==> config.mk <==
export PLATFORM = sky130hd
export DESIGN_NAME = idu_decode_stage
export DESIGN_NICKNAME = d
export VERILOG_FILES = /design/src/rtl/idu_pkg.sv /design/src/rtl/idu_scoreboard.sv /design/src/rtl/idu_decode_stage.sv
export SDC_FILE = /design/constraint.sdc
export NUM_CORES = 1
export LEC_CHECK = 0
export ABC_AREA = 1
export ABC_CLOCK_PERIOD_IN_PS = 7600
export CORE_MARGIN = 8
export CORE_UTILIZATION = 45
export CTS_CLUSTER_DIAMETER = 30
export CTS_CLUSTER_SIZE = 24
export DETAILED_ROUTE_END_ITERATION = 7
export PLACE_DENSITY = 0.79
export SLEW_MARGIN = 25
export SYNTH_ARGS = -nofsm -noshare
export SYNTH_HDL_FRONTEND = slang
export SYNTH_SLANG_ARGS = --single-unit
==> constraint.sdc <==
create_clock -name clock -period 7.6 [get_ports clock]
set_input_delay 1.52 -clock clock [delete_from_list [all_inputs] [get_ports clock]]
set_output_delay 1.52 -clock clock [all_outputs]
set_load 0.02 [all_outputs]
==> src/rtl/idu_pkg.sv <==
// Shared decode definitions for the instruction decode stage.
// Optional build macro: IDU_RVE_EN (16-register RV32E decode; register fields with bit 4 set are
// illegal).
package idu_pkg;

  typedef enum logic [3:0] {
    OcLui     = 4'd0,
    OcAuipc   = 4'd1,
    OcJal     = 4'd2,
    OcJalr    = 4'd3,
    OcBranch  = 4'd4,
    OcLoad    = 4'd5,
    OcStore   = 4'd6,
    OcOpImm   = 4'd7,
    OcOp      = 4'd8,
    OcFence   = 4'd9,
    OcSystem  = 4'd10,
    OcIllegal = 4'd15
  } opclass_e;

  localparam logic [6:0] OpcLui    = 7'b0110111;
  localparam logic [6:0] OpcAuipc  = 7'b0010111;
  localparam logic [6:0] OpcJal    = 7'b1101111;
  localparam logic [6:0] OpcJalr   = 7'b1100111;
  localparam logic [6:0] OpcBranch = 7'b1100011;
  localparam logic [6:0] OpcLoad   = 7'b0000011;
  localparam logic [6:0] OpcStore  = 7'b0100011;
  localparam logic [6:0] OpcOpImm  = 7'b0010011;
  localparam logic [6:0] OpcOp     = 7'b0110011;
  localparam logic [6:0] OpcFence  = 7'b0001111;
  localparam logic [6:0] OpcSystem = 7'b1110011;

  localparam logic [31:0] FENCE_I_INST = 32'h0000_100F;

  typedef struct packed {
    opclass_e    opclass;
    logic [31:0] imm;
    logic        rf_wen;
    logic        fence_i;
    logic        illegal;
  } dec_t;

  // Source-register usage {rs2, rs1}; only CSR register forms of SYSTEM read rs1.
  function automatic logic [1:0] idu_src_use(logic [31:0] inst);
    logic [1:0] u;
    case (inst[6:0])
      OpcJalr, OpcLoad, OpcOpImm: u = 2'b01;
      OpcBranch, OpcStore, OpcOp: u = 2'b11;
      OpcSystem:                  u = {1'b0, (inst[14:12] != 3'b000) && !inst[14]};
      default:                    u = 2'b00;
    endcase
    return u;
  endfunction

  function automatic dec_t idu_decode(logic [31:0] inst);
    dec_t        d;
    logic        uses_rd;
    logic [1:0]  src;
    logic [31:0] imm_i, imm_s, imm_b, imm_u, imm_j;
    imm_i = {{20{inst[31]}}, inst[31:20]};
    imm_s = {{20{inst[31]}}, inst[31:25], inst[11:7]};
    imm_b = {{19{inst[31]}}, inst[31], inst[7], inst[30:25], inst[11:8], 1'b0};
    imm_u = {inst[31:12], 12'b0};
    imm_j = {{11{inst[31]}}, inst[31], inst[19:12], inst[20], inst[30:21], 1'b0};
    src   = idu_src_use(inst);
    d         = '0;
    d.illegal = 1'b0;
    uses_rd   = 1'b0;
    case (inst[6:0])
      OpcLui:    begin d.opclass = OcLui;    d.imm = imm_u; uses_rd = 1'b1; end
      OpcAuipc:  begin d.opclass = OcAuipc;  d.imm = imm_u; uses_rd = 1'b1; end
      OpcJal:    begin d.opclass = OcJal;    d.imm = imm_j; uses_rd = 1'b1; end
      OpcJalr:   begin d.opclass = OcJalr;   d.imm = imm_i; uses_rd = 1'b1; end
      OpcBranch: begin d.opclass = OcBranch; d.imm = imm_b; end
      OpcLoad:   begin d.opclass = OcLoad;   d.imm = imm_i; uses_rd = 1'b1; end
      OpcStore:  begin d.opclass = OcStore;  d.imm = imm_s; end
      OpcOpImm:  begin d.opclass = OcOpImm;  d.imm = imm_i; uses_rd = 1'b1; end
      OpcOp:     begin d.opclass = OcOp;     d.imm = '0;    uses_rd = 1'b1; end
      OpcFence:  begin d.opclass = OcFence;  d.imm = imm_i; end
      OpcSystem: begin
        d.opclass = OcSystem;
        d.imm     = imm_i;
        uses_rd   = (inst[14:12] != 3'b000);
      end
      default:   begin d.opclass = OcIllegal; d.imm = '0; d.illegal = 1'b1; end
    endcase
`ifdef IDU_RVE_EN
    if ((src[0] && inst[19]) || (src[1] && inst[24]) || (uses_rd && inst[11])) begin
      d.illegal = 1'b1;
      uses_rd   = 1'b0;
    end
`else
    src = '0;
`endif
    d.rf_wen  = uses_rd && (inst[11:7] != 5'd0);
    d.fence_i = (inst == FENCE_I_INST);
    return d;
  endfunction

endpackage

==> src/rtl/idu_scoreboard.sv <==
// Per-register pending-write counters; busy flags reflect registered state only, so a retire
// pulse becomes visible one cycle later.
module idu_scoreboard #(
  parameter int unsigned NREGS = 32,
  parameter int unsigned SB_W  = 3
) (
  input  logic       clock,
  input  logic       reset,
  input  logic       inc_i,
  input  logic [4:0] inc_rd_i,
  input  logic       dec_i,
  input  logic [4:0] dec_rd_i,
  input  logic [4:0] rs1_i,
  input  logic [4:0] rs2_i,
  output logic       rs1_busy_o,
  output logic       rs2_busy_o
);

  localparam int unsigned IdxW = $clog2(NREGS);

  logic [SB_W-1:0] cnt_q [NREGS];
  logic [SB_W-1:0] cnt_d [NREGS];

  // Counter update; x0 never counts and a same-cycle inc/dec pair cancels.
  always_comb begin
    for (int unsigned r = 0; r < NREGS; r++) begin
      cnt_d[r] = cnt_q[r];
      if (r != 0) begin
        if (inc_i && (inc_rd_i == 5'(r)) && !(dec_i && (dec_rd_i == 5'(r)))) begin
          cnt_d[r] = cnt_q[r] + SB_W'(1);
        end else if (dec_i && (dec_rd_i == 5'(r)) && !(inc_i && (inc_rd_i == 5'(r)))) begin
          cnt_d[r] = cnt_q[r] - SB_W'(1);
        end
      end
    end
  end

  // Counter state.
  always_ff @(posedge clock or negedge reset) begin
    if (!reset) begin
      for (int unsigned r = 0; r < NREGS; r++) cnt_q[r] <= '0;
    end else begin
      for (int unsigned r = 0; r < NREGS; r++) cnt_q[r] <= cnt_d[r];
    end
  end

  // Wrap in either direction means the one-retire-per-write contract was broken.
  always_ff @(posedge clock) begin
    if (reset) begin
      for (int unsigned r = 1; r < NREGS; r++) begin
        if (inc_i && (inc_rd_i == 5'(r)) && !(dec_i && (dec_rd_i == 5'(r))))
          assert (cnt_q[r] != {SB_W{1'b1}});
        if (dec_i && (dec_rd_i == 5'(r)) && !(inc_i && (inc_rd_i == 5'(r))))
          assert (cnt_q[r] != '0);
      end
    end
  end

  assign rs1_busy_o = (32'(rs1_i) < NREGS) && (cnt_q[rs1_i[IdxW-1:0]] != '0);
  assign rs2_busy_o = (32'(rs2_i) < NREGS) && (cnt_q[rs2_i[IdxW-1:0]] != '0);

endmodule

==> src/rtl/idu_decode_stage.sv <==
// Decode stage: single output register, combinational decode of the held instruction and
// RAW-hazard stall against the scoreboard and the held destination.
// Optional build macro: IDU_RVE_EN (16 registers, high register fields illegal).
module idu_decode_stage
  import idu_pkg::*;
#(
`ifdef IDU_RVE_EN
  parameter int unsigned NREGS = 16,
`else
  parameter int unsigned NREGS = 32,
`endif
  parameter int unsigned SB_W = 3
) (
  input  logic        clock,
  input  logic        reset,
  input  logic        ifu_valid,
  output logic        ifu_ready,
  input  logic [31:0] ifu_pc,
  input  logic [31:0] ifu_inst,
  input  logic [63:0] ifu_num,
  input  logic        control_hazard,
  output logic        exu_valid,
  input  logic        exu_ready,
  output logic [31:0] exu_pc,
  output logic [31:0] exu_inst,
  output logic [63:0] exu_num,
  output logic [4:0]  exu_rs1,
  output logic [4:0]  exu_rs2,
  output logic [4:0]  exu_rd,
  output logic [31:0] exu_imm,
  output logic [3:0]  exu_opclass,
  output logic [2:0]  exu_funct3,
  output logic        exu_funct7b5,
  output logic        exu_rf_wen,
  output logic        exu_fence_i,
  output logic        exu_illegal,
  input  logic        wbu_clr,
  input  logic [4:0]  wbu_clr_rd
);

`ifdef IDU_RVE_EN
  localparam int unsigned NRegsEff = 16;
`else
  localparam int unsigned NRegsEff = NREGS;
`endif

  logic        out_valid_q, out_valid_d;
  logic [31:0] pc_q, inst_q;
  logic [63:0] num_q;
  dec_t        held_dec;
  logic [1:0]  in_use;
  logic        rs1_busy, rs2_busy, rs1_haz, rs2_haz, hazard, held_wr;
  logic        accept, exu_fire;

  assign held_dec = idu_decode(inst_q);
  assign in_use   = idu_src_use(ifu_inst);
  assign held_wr  = out_valid_q && held_dec.rf_wen;

  idu_scoreboard #(
    .NREGS (NRegsEff),
    .SB_W  (SB_W)
  ) u_scoreboard (
    .clock      (clock),
    .reset      (reset),
    .inc_i      (exu_fire && held_dec.rf_wen),
    .inc_rd_i   (inst_q[11:7]),
    .dec_i      (wbu_clr),
    .dec_rd_i   (wbu_clr_rd),
    .rs1_i      (ifu_inst[19:15]),
    .rs2_i      (ifu_inst[24:20]),
    .rs1_busy_o (rs1_busy),
    .rs2_busy_o (rs2_busy)
  );

  // The held instruction is not yet counted, so its rd is checked directly.
  assign rs1_haz = in_use[0] && (ifu_inst[19:15] != 5'd0) &&
                   (rs1_busy || (held_wr && (inst_q[11:7] == ifu_inst[19:15])));
  assign rs2_haz = in_use[1] && (ifu_inst[24:20] != 5'd0) &&
                   (rs2_busy || (held_wr && (inst_q[11:7] == ifu_inst[24:20])));
  assign hazard  = rs1_haz || rs2_haz;

  assign ifu_ready = (!out_valid_q || exu_ready) && !hazard && !control_hazard;
  assign exu_valid = out_valid_q && !control_hazard;
  assign accept    = ifu_valid && ifu_ready;
  assign exu_fire  = exu_valid && exu_ready;

  // Valid-bit next state; a flush wins over everything.
  always_comb begin
    out_valid_d = out_valid_q;
    if (control_hazard) begin
      out_valid_d = 1'b0;
    end else if (accept) begin
      out_valid_d = 1'b1;
    end else if (exu_fire) begin
      out_valid_d = 1'b0;
    end
  end

  // Output pipeline register.
  always_ff @(posedge clock or negedge reset) begin
    if (!reset) begin
      out_valid_q <= 1'b0;
      pc_q        <= '0;
      inst_q      <= '0;
      num_q       <= '0;
    end else begin
      out_valid_q <= out_valid_d;
      if (accept) begin
        pc_q   <= ifu_pc;
        inst_q <= ifu_inst;
        num_q  <= ifu_num;
      end
    end
  end

  assign exu_pc       = pc_q;
  assign exu_inst     = inst_q;
  assign exu_num      = num_q;
  assign exu_rs1      = inst_q[19:15];
  assign exu_rs2      = inst_q[24:20];
  assign exu_rd       = inst_q[11:7];
  assign exu_funct3   = inst_q[14:12];
  assign exu_funct7b5 = inst_q[30];
  assign exu_imm      = held_dec.imm;
  assign exu_opclass  = held_dec.opclass;
  assign exu_rf_wen   = held_dec.rf_wen;
  assign exu_fence_i  = held_dec.fence_i;
  assign exu_illegal  = held_dec.illegal;

endmodule

=== Word-level counts from Yosys, hierarchy flattened ===
Cells that the tools add are included.

* Input port bits: 139
* Flip-flop bits (word level): 222

* Add/subtract/negate cells: 62
* Bitwise gates (word level): 2
* Eq/ne operators: 83
* Magnitude comparators: 2
* Mux-type cells: 75
* Reductions and logical operators: 252

{| class="wikitable"
|+ Operator list
! operator !! number
|-
| $pmux W36 S11 || 1
|-
| $mux W3 || 66
|-
| $eq A5 B5 Y1 const B || 32
|-
| $logic_and A1 B1 Y1 || 139
|-
| $add A3 B1 Y3 const B || 31
|-
| $sub A3 B1 Y3 const B || 31
|-
| $eq A5 B4 Y1 const B || 16
|-
| $logic_not A1 Y1 || 66
|-
| $reduce_bool A2 Y1 || 31
|-
| $eq A7 B7 Y1 const B || 7
|-
| $eq A5 B3 Y1 const B || 8
|-
| $eq A7 B6 Y1 const B || 5
|-
| $eq A32 B13 Y1 const B || 1
|-
| $bmux W3 S5 || 2
|-
| $eq A7 B5 Y1 const B || 3
|-
| $eq A5 B2 Y1 const B || 4
|-
| $reduce_bool A3 Y1 || 5
|-
| $reduce_bool A5 Y1 || 3
|-
| $eq A7 B2 Y1 const B || 2
|-
| $ge A6 B6 Y1 const B || 2
|-
| $not A5 Y6 || 2
|-
| $reduce_or A11 Y1 || 1
|-
| $eq A5 B1 Y1 const B || 2
|-
| $eq A5 B5 Y1 || 2
|-
| other kinds (7) || 14
|}

=== Logic depth before layout (Yosys ltp) ===
* Depth in word-level cells: 15
* Mapped depth: 21
* Mapped depth without buffers: 20

=== Modules after synthesis ===
A second synthesis with hierarchy kept.

* Cells, all modules: 1688
* Area, all modules: 13321.5 um^2

{| class="wikitable"
|+ By module, submodules not included
! module !! area each (um^2) !! cells each !! times used !! sequential area each (um^2)
|-
| idu_scoreboard || 6890.4 || 897 || 1 || 2327.2
|-
| idu_decode_stage || 6431.2 || 791 || 1 || 3228.1
|}

=== Least setup slack after synthesis ===
Ideal clock, no wire load.

* Path type: input port to output port
* Start point: input port ifu_inst[21]
* End point: output port ifu_ready
* Setup slack: 3.165 ns
* Buffers on the path: 3
* Stages: 13
* Required time: 6.080 ns
* Arrival time: 2.915 ns
* Path through: buf_4 -> inv_4 -> buf_4 -> nand3_1 -> nand3_1 -> nand2_1 -> nor2_1 -> nand2_1 -> nand3_1 -> nand3_1 -> a21oi_2 -> buf_4 -> and2_1

* Cells in the longest elaborated chain, start to end: 11

{| class="wikitable"
|+ Ends and longest elaborated chain
! element !! line !! source
|-
| start: declaration || idu_decode_stage.sv:19 || <nowiki>input logic [31:0] ifu_inst,</nowiki>
|-
| $not A5 Y6 (implied by the code) || idu_scoreboard.sv:60 || <nowiki>assign rs2_busy_o = (32'(rs2_i) < NREGS) && (cnt_q[rs2_i[IdxW-1:0]] != '0);</nowiki>
|-
| $bmux W3 S5 || idu_scoreboard.sv:60 ||
|-
| $mux W3 (implied by the code) (2 in series) || idu_scoreboard.sv:60 ||
|-
| $reduce_bool A3 Y1 || idu_scoreboard.sv:60 ||
|-
| $logic_or A1 B1 Y1 || idu_decode_stage.sv:79 || <nowiki>(rs2_busy || (held_wr && (inst_q[11:7] == ifu_inst[24:20])));</nowiki>
|-
| $logic_and A1 B1 Y1 * || idu_decode_stage.sv:78 || <nowiki>assign rs2_haz = in_use[1] && (ifu_inst[24:20] != 5'd0) &&</nowiki>
|-
| $logic_or A1 B1 Y1 * || idu_decode_stage.sv:80 || <nowiki>assign hazard = rs1_haz || rs2_haz;</nowiki>
|-
| $logic_not A1 Y1 * || idu_decode_stage.sv:82 || <nowiki>assign ifu_ready = (!out_valid_q || exu_ready) && !hazard && !control_hazard;</nowiki>
|-
| $logic_and A1 B1 Y1 * (2 in series) || idu_decode_stage.sv:82 ||
|-
| end: declaration || idu_decode_stage.sv:17 || <nowiki>output logic ifu_ready,</nowiki>
|}

Every way passes the cells marked *; elsewhere a longest branch is shown, timed or not. The select of a mux whose other input is x is not followed.

=== Worst setup path in the final report ===
Same ends and word-level chain as after synthesis.

==> impl_metrics.toml <==
[sta]
finalHoldViolations = 0
rsz0062_at_grt = "false"
finClkSkew_ns = 0.0359
worstMarginPinSlew_ns = 1.08
fmax_ghz = 0.162
max_slew_margin = 0.278
layout_min_cycle_time_ns = 6.18
fin_tns_setup_ns = 0
slew_violations = 0
setup_viol = 0
holdWs_ns = 0.463
period_share = 0.813

[worst_setup_path]
worst_r2r_endpoint = "u_scoreboard.cnt_q[62]"
max_stage_delay_ns = 0.82
crit_required_ns = 6.08
reg2reg_depth = 16
worstSetupPathType = "in2out"
reg2reg_from = "exu_inst[0]"
cp-start-kind = "input port"
r2r_slack_ns = 3.49
crit_path_end_kind = "output pin"
cp_cell_sequence = "clkdlybuf4s50_1 -> buf_4 -> nand2_1 -> inv_1 -> nand2_1 -> nand3_1 -> nor2_1 -> nor2_1 -> nand2_1 -> nand3_1 -> nand3_1 -> a21oi_4 -> and2_1 -> clkdlybuf4s50_1"
crit_arrival_ns = 4.66
cp_max_fo = 17
crit_path_top_delay_cell = "clkdlybuf4s50_1"

[drt]
drt-wirelength-per-cell_um = 20.0
drt-vias-per-instance = 5.47
vias = 12800
drc = 0
drt_pass1_iterations = 6
antenna_left = 0
wl_mm = 46.8
drt_iter0_drc = 1520

[floorplan]
start_util = 0.456
fp.coreArea_um2 = 28600
ios = 327
row_count = 62
die_x_um = 186
die_area_um2 = 34700
die_y_um = 186

[worst_hold_path]
min_path_type = "reg2reg"
min_to = "u_scoreboard.cnt_q[20]"
worstHoldPathCells = 1
min_from = "u_scoreboard.cnt_q[20]"

[clocking]
postCtsSetupBuffers = 0
clkTransAtPathRegs_ns = 0.05
cts_tree = "built"
cts_sinks = 222
cts_buffers = 53
cts.repair.resized = 0
htreeDepth = 2
hold_buffers = 0
clk_latency_ns = 0.57
clockRootBuffer = "clkbuf_16"
cts_max_path_buffers = 3

[outcome]
outcome = "finished clean"

[finish]
synthToLayoutAreaGrowth_pct = 39.9
final_cell_mix = "nand2_1 (463), clkdlybuf4s50_1 (324), dfrtp_1 (222), nor2_1 (154), inv_1 (153)"
final_common_cell = "nand2_1"
final_nets = 2114
fillCellCount = 2313
drive_gt1_frac = 0.0731

[logic_synthesis]
ys_seq_area_frac = 0.426
yosys_register_bits = 222
ys.flop_type = "dfrtp_1"
netlist_area_um2 = 13100
ys_async_sr_fraction = 1.00
yosysWarnings = 0
synth_edf_count = 0
synth_fp_nets = 1819
avgSynthCellArea_um2 = 8.07
yosys.cell_types.count = 38
netlist_instances = 1618

[global_routing]
grt_use_met2 = 0.424
gr-usage-met1 = 0.321
grt_pass1_vias = 13200
grt_antenna_before_repair = 4
gr-usage-met3 = 0.0654
grt_max_degree = 125
busiest_layer = "met2"
grtUsageTotal = 0.263
grt_overflow = 0
grt_pass1_wl_mm = 74.2

[place]
port_buffers = 326
gp_congestion = 1.01
dpl.hpwl_mm = 34.5

[flow_run]
drv_cap = 0

[pwr]
power.leakage_nw = 8.38
power_density_nw_per_um2 = 320
ir_drop_mv = 0.206
## sequential cells by signal, summed over array words and instances, names as in the netlist
| signal | cells |
|---|---|
| u_scoreboard.cnt_q | 93 |
| exu_num | 64 |
| exu_inst | 32 |
| exu_pc | 32 |
| out_valid_q | 1 |
## worst max-delay path by stage
stage	from	to	slack [ns]
2_1_floorplan	ifu_inst[21]	ifu_ready	3.17
3_5_place_dp	ifu_inst[21]	ifu_ready	1.50
5_1_grt	ifu_inst[15]	ifu_ready	1.26
6_report	ifu_inst[21]	ifu_ready	1.42
4_1_cts	ifu_inst[21]	ifu_ready	1.49
3_3_place_gp	ifu_inst[21]	ifu_ready	1.47
## cell usage after synthesis, types with 13 or more instances
cell type	instances	share of area
nand2_1	463	0.13
dfrtp_1	222	0.43
nor2_1	154	0.044
inv_1	153	0.044
nand4_1	145	0.069
nand3_1	87	0.033
a21oi_1	49	0.019
o21ai_0	42	0.016
buf_4	41	0.024
xnor2_1	39	0.026
fa_1	31	0.048
ha_1	31	0.030
xor2_1	26	0.017
buf_2	24	0.0092
clkbuf_1	21	0.0060
mux2_2	16	0.014
o211ai_1	16	0.0092
buf_6	13	0.011
## critical path: cells and delay by family
| family | cells | cell delay (ns) |
|---|---|---|
| simple gates | 9 | 0.96 |
| buf+inv | 4 | 1.99 |
| compound gates | 1 | 0.17 |
## layout make-up
cell class | instances | area (um^2) | share of cell area
clock buffer | 62 | 1440 | 0.0789
antenna | 4 | 10.0 | 0.000548
clock inverter | 36 | 518 | 0.0284
sequential | 222 | 5560 | 0.304
inverter | 159 | 599 | 0.0328
timing repair buffer | 340 | 3390 | 0.186
multi-input combinational | 1137 | 6260 | 0.343
tap | 384 | 480 | 0.0263
## metrics by stage
stage	setup WS [ns]	instances	instance area [um^2]	utilization	total power, mW
after global routing	1.26	2344	18300	0.638	6.13
after CTS	1.49	2339	18200	0.637	5.85
after detailed placement	1.50	2241	16300	0.568	3.40
final	1.42	2344	18300	0.638	5.84
after global placement	1.47	2241	16300	0.568	3.34
after floorplan	3.17	1618	13100	-	2.69
## layer usage
layer  part of all wire  wire (um)
met5                  0          0
met4              0.055       2580
met3              0.092       4310
met2               0.46      21700
met1               0.39      18200
## power by group
part / internal [mW] / switching [mW]
clock network: 1.65 / 0.776
registers: 1.51 / 0.337
logic: 0.684 / 0.888
## cell families (layout without fill, tap and decap cells)
family / Yosys count / in the layout / synth area share
AOI/OAI and AO/OA: 119 / 119 / 0.0507
xor gates and xnor gates: 65 / 65 / 0.0436
adders and majority gates: 62 / 62 / 0.0772
buffers and inverters: 259 / 597 / 0.0962
DFF: 222 / 222 / 0.426
muxes: 16 / 16 / 0.0138
other: 0 / 4 / 0
and+or+nand+nor: 875 / 875 / 0.293
Power figures use the tool's default switching activity.
